==> config.mk <==
export PLATFORM = sky130hd
export DESIGN_NAME = fetch_unit
export DESIGN_NICKNAME = d
export VERILOG_FILES = /design/src/rtl/fetch_unit.sv
export SDC_FILE = /design/constraint.sdc
export NUM_CORES = 1
export LEC_CHECK = 0
export CORE_ASPECT_RATIO = 1.2
export CORE_MARGIN = 5
export CORE_UTILIZATION = 40
export DETAILED_ROUTE_END_ITERATION = 8
export PLACE_DENSITY = 0.8
export SLEW_MARGIN = 20
export SYNTH_ARGS = -nofsm -noshare
export SYNTH_HDL_FRONTEND = slang
export SYNTH_SLANG_ARGS = --single-unit
==> constraint.sdc <==
create_clock -name clk_i -period 4.7 [get_ports clk_i]
set_input_delay 0.705 -clock clk_i [delete_from_list [all_inputs] [get_ports clk_i]]
set_output_delay 0.705 -clock clk_i [all_outputs]
set_load 0.01 [all_outputs]
==> src/rtl/fetch_unit.sv <==
`default_nettype none
// ============================================================================
// Module   : fetch_unit
// Purpose  : Single-outstanding instruction fetch with redirect flush and
//            a sticky memory-timeout fault.
// Revision : 1.0
// ============================================================================
module fetch_unit #(
    parameter int WAIT_MAX = 15
) (
    input  logic        clk_i,
    input  logic        rst_i,
    input  logic [11:0] pc_o_i,
    output logic        pc_en_o,
    input  logic        redirect_i,
    output logic        imem_req_o,
    output logic [11:0] imem_addr_o,
    input  logic        imem_ack_i,
    input  logic [31:0] imem_data_i,
    output logic [31:0] ir_o,
    output logic [11:0] ir_pc_o,
    output logic        ir_valid_o,
    input  logic        dec_ready_i,
    output logic        fetch_err_o,
    output logic [15:0] fetch_cnt_o
);

    typedef enum logic [1:0] {
        S_IDLE = 2'd0,
        S_REQ  = 2'd1,
        S_HOLD = 2'd2,
        S_ERR  = 2'd3
    } state_t;

    localparam logic [7:0] WAIT_LAST = 8'(WAIT_MAX - 1);

    state_t      state_q,     state_d;
    logic [11:0] imem_addr_q, imem_addr_d;
    logic [7:0]  wait_q,      wait_d;
    logic [31:0] ir_q,        ir_d;
    logic [11:0] ir_pc_q,     ir_pc_d;
    logic        ir_valid_q,  ir_valid_d;
    logic        fetch_err_q, fetch_err_d;
    logic [15:0] fetch_cnt_q, fetch_cnt_d;

    always_ff @(posedge clk_i or posedge rst_i) begin
        if (rst_i) begin
            state_q     <= S_IDLE;
            imem_addr_q <= 12'h000;
            wait_q      <= 8'h00;
            ir_q        <= 32'h0000_0000;
            ir_pc_q     <= 12'h000;
            ir_valid_q  <= 1'b0;
            fetch_err_q <= 1'b0;
            fetch_cnt_q <= 16'h0000;
        end else begin
            state_q     <= state_d;
            imem_addr_q <= imem_addr_d;
            wait_q      <= wait_d;
            ir_q        <= ir_d;
            ir_pc_q     <= ir_pc_d;
            ir_valid_q  <= ir_valid_d;
            fetch_err_q <= fetch_err_d;
            fetch_cnt_q <= fetch_cnt_d;
        end
    end

    always_comb begin
        state_d     = state_q;
        imem_addr_d = imem_addr_q;
        wait_d      = wait_q;
        ir_d        = ir_q;
        ir_pc_d     = ir_pc_q;
        ir_valid_d  = ir_valid_q;
        fetch_err_d = fetch_err_q;
        fetch_cnt_d = fetch_cnt_q;

        case (state_q)
            S_IDLE: begin
                imem_addr_d = pc_o_i;
                wait_d      = 8'h00;
                state_d     = S_REQ;
            end
            S_REQ: begin
                // Redirect outranks a coincident ACK: the returned word is stale.
                if (redirect_i) begin
                    ir_valid_d = 1'b0;
                    state_d    = S_IDLE;
                end else if (imem_ack_i) begin
                    ir_d       = imem_data_i;
                    ir_pc_d    = imem_addr_q;
                    ir_valid_d = 1'b1;
                    state_d    = S_HOLD;
                end else if (wait_q == WAIT_LAST) begin
                    fetch_err_d = 1'b1;
                    state_d     = S_ERR;
                end else begin
                    wait_d = wait_q + 8'd1;
                end
            end
            S_HOLD: begin
                if (redirect_i) begin
                    ir_valid_d = 1'b0;
                    state_d    = S_IDLE;
                end else if (dec_ready_i) begin
                    ir_valid_d  = 1'b0;
                    fetch_cnt_d = fetch_cnt_q + 16'd1;
                    state_d     = S_IDLE;
                end
            end
            S_ERR: begin
                ir_valid_d  = 1'b0;
                fetch_err_d = 1'b1;
            end
            default: begin
                state_d = S_IDLE;
            end
        endcase
    end

    assign imem_req_o  = (state_q == S_REQ);
    assign pc_en_o     = (state_q == S_HOLD) & dec_ready_i & ~redirect_i;
    assign imem_addr_o = imem_addr_q;
    assign ir_o        = ir_q;
    assign ir_pc_o     = ir_pc_q;
    assign ir_valid_o  = ir_valid_q;
    assign fetch_err_o = fetch_err_q;
    assign fetch_cnt_o = fetch_cnt_q;

endmodule
`default_nettype wire
==> results.py <==
metrics = {
    "yosys": {
        "synth.area.top_cells": "dfrtp_1 60%, mux2_2 16%, xnor2_1 3.0%, nand2_1 1.9%, buf_6 1.6%",
        "ys_seq_area_frac": 0.601,
        "synth_fp_nets": 303,
        "syn_inst": 251,
        "netlist_area_mm2": 0.00350,
        "synthArstFlopShare": 1.00,
        "synth_most_common_cell": "dfrtp_1",
        "synth_edf_count": 0,
        "synth_common_cells": "84 x dfrtp_1, 51 x mux2_2, 18 x nand2_1",
        "ys_seq_elements": 84,
        "ys.flop_type": "dfrtp_1",
        "synth_top_cell_area_share": 0.601,
        "avgSynthCellArea_um2": 13.9,
        "ys_types": 36,
        "ys_warn_count": 0,
        "yosysTopAreaCell": "dfrtp_1",
    },
    "clocking": {
        "cts-root-buf": "clkbuf_8",
        "ctsHoldBuffers": 0,
        "cts_tree": "yes",
        "htreeDepth": 3,
        "clk_pin_slew_ps": 80,
        "cts_buffers": 9,
        "clock_latency_ps": 340,
        "cts.sinks": 84,
        "cts_setup_buffers": 0,
        "clockBufferDepth": 2,
        "cts_resized": 0,
    },
    "layout": {
        "antenna_cells": 0,
        "final_util": 0.586,
        "nNetsFinal": 431,
        "layout-drive-gt1-share": 0.198,
        "fillCellCount": 705,
        "syn_to_final_growth_pct": 43.6,
    },
    "sta": {
        "period_share": 0.662,
        "finalClockSkew_ps": 8.99,
        "rsz0062_at_grt": "no",
        "tightest_slew_ps": 1060,
        "finalSetupViolCount": 0,
        "period_needed_ps": 3110,
        "max_freq_ghz": 0.322,
        "final_max_slew_viol_count": 0,
        "slew_headroom": 0.296,
        "final_hold_viol_count": 0,
        "setup_tns_ps": 0,
    },
    "min_path": {
        "worstHoldPathType": "reg2reg",
    },
    "run_status": {
        "status": "finished clean",
    },
    "setup_path": {
        "slowest_stage": "clkdlybuf4s50_1",
        "worstPathCellList": "clkdlybuf4s50_1, nand4bb_1, inv_1, clkdlybuf4s50_1",
        "critPathKind": "in2out",
        "critPathTopFamily": "buffers and inverters",
        "cp_common_cell": "clkdlybuf4s50_1",
        "cp_data_required_time_ps": 3990,
        "crit_arrival_ps": 2410,
        "cp-end-kind": "primary output",
        "path_max_fanout": 7,
        "critPathBufInv": 3,
        "max_stage_delay_ps": 560,
        "start_kind": "input pin",
    },
    "drt": {
        "vias_per_cell": 4.83,
        "drc": 0,
        "routed_wl_um": 7790,
        "dr_total_vias": 2413,
        "initialDrtViolationCount": 59,
        "wl_per_cell_um": 15.6,
        "dr.pass1.iters": 4,
        "ant_nets": 0,
    },
    "placed_design": {
        "io_buffers": 124,
        "place_congestion": 0.801,
        "dp_hpwl_um": 5790,
    },
    "flow_run": {
        "drv_cap": 0,
    },
    "floorplanning": {
        "fp.dieH_um": 112,
        "die_area_mm2": 0.0107,
        "core_mm2": 0.00856,
        "start_util": 0.408,
        "boundaryPins": 125,
        "die_w_um": 95.3,
        "num_rows": 37,
    },
    "power": {
        "powerDensity_mw_per_mm2": 579,
        "switching_share": 0.305,
        "ir_drop_v": 0.000317,
        "leakage_uw": 0.00212,
        "switchingPower_uw": 887,
        "pwr-share-clk": 0.175,
        "sequentialPowerShare": 0.409,
        "internal_power_uw": 2020,
        "p_comb_frac": 0.416,
    },
    "global_route": {
        "overflow": 0,
        "grt_pass1_vias": 2504,
        "grt_pass1_wl_um": 12500,
        "globalRouteTotalUtil": 0.150,
        "grt_max_degree": 55,
        "antenna_found_initial": 0,
    },
}
[cell families (layout without fill, tap and decap cells)]
group / after synthesis / in the layout / share of synthesized area
muxes: 56 / 56 / 0.180
buffers and inverters: 16 / 148 / 0.0297
AOI/OAI and AO/OA: 24 / 24 / 0.0458
and+or+nand+nor: 52 / 52 / 0.0920
xor gates and xnor gates: 16 / 16 / 0.0401
DFF: 84 / 84 / 0.601
adders and majority gates: 3 / 3 / 0.0107
[sequential cells by signal, summed over array words and instances (netlist names)]
register     flops
wait_q           8
fetch_err_o      1
imem_addr_o     12
state_q          2
ir_o            32
fetch_cnt_o     16
ir_pc_o         12
ir_valid_o       1
[through the flow]
step / std cells / area (um^2) / hold WS [ps] / setup slack, ps / power, uW
5_1_grt: 500 / 5020 / 507 / 1450 / 3090
4_1_cts: 500 / 5020 / 482 / 1580 / 2960
3_3_place_gp: 485 / 4820 / 444 / 1640 / 2390
6_report: 500 / 5020 / 475 / 1590 / 2910
3_5_place_dp: 485 / 4820 / 459 / 1600 / 2440
2_1_floorplan: 251 / 3500 / 437 / 1830 / 1750
[cell usage in the layout, fill, tap and decap left out, types with 2 or more instances in the layout]
master	synthesis	final
nand4_1	2	2
clkbuf_8	0	10
xor2_1	4	4
clkinvlp_4	0	3
nand2_1	18	18
nand4bb_1	3	3
dfrtp_1	84	84
xnor2_1	12	12
inv_1	7	6
clkdlybuf4s50_1	0	124
o31ai_1	4	4
o21ai_0	9	9
mux2_1	5	5
nand3_1	7	7
and3_1	3	2
and2_1	2	2
a21o_1	3	3
and4_1	2	2
ha_1	3	3
o221ai_1	2	2
nor2_1	7	6
a21oi_1	2	2
mux2_2	51	51
[worst paths after layout]
kind,startpoint,endpoint,slack [ps],cells after the start
min reg2reg,fetch_err_o$_DFFE_PP0P_,fetch_err_o$_DFFE_PP0P_,470,1
min,fetch_err_o$_DFFE_PP0P_,fetch_err_o$_DFFE_PP0P_,470,1
max,redirect_i,pc_en_o,1590,4
max reg2reg,state_q[1]$_DFFE_PP0P_,ir_o[12]$_DFFE_PP0P_,2430,4
max in group asynchronous,rst_i,fetch_cnt_o[15]$_DFFE_PP0P_,2930,3
min in group asynchronous,rst_i,imem_addr_o[7]$_DFFE_PP0N_,860,2
[power groups by stage]
stage | Clock (uW) | Combinational (uW) | Sequential, uW
4_1_cts | 531 | 1230 | 1190
3_3_place_gp | 0 | 1200 | 1190
6_report | 510 | 1210 | 1190
5_1_grt | 566 | 1290 | 1230
2_1_floorplan | 0 | 448 | 1300
3_5_place_dp | 0 | 1230 | 1210
[per-layer routing]
metal,wire length (um),vias to the layer above,global-route usage
li1,-,1132,-
met5,0,-,0
met4,95,0,0.0395
met1,3130,1199,0.183
met2,4070,75,0.257
met3,494,7,0.0429
[worst reg2reg max path: stages (launching register included)]
cell,delay (ps)
dfrtp_1,490
nand2b_4,220
inv_2,100
and3_2,890
mux2_2,460
[area by class of cell]
| class | count | area (um^2) | area share |
|---|---|---|---|
| multi-input cells | 151 | 1290 | 0.258 |
| well taps | 117 | 146 | 0.0292 |
| clock inverters | 5 | 61.3 | 0.0122 |
| clock buffers | 10 | 138 | 0.0274 |
| flip-flops and latches | 84 | 2100 | 0.419 |
| inverters | 8 | 31.3 | 0.00623 |
| repair buffers | 125 | 1250 | 0.249 |
Power figures use the tool's default switching activity.
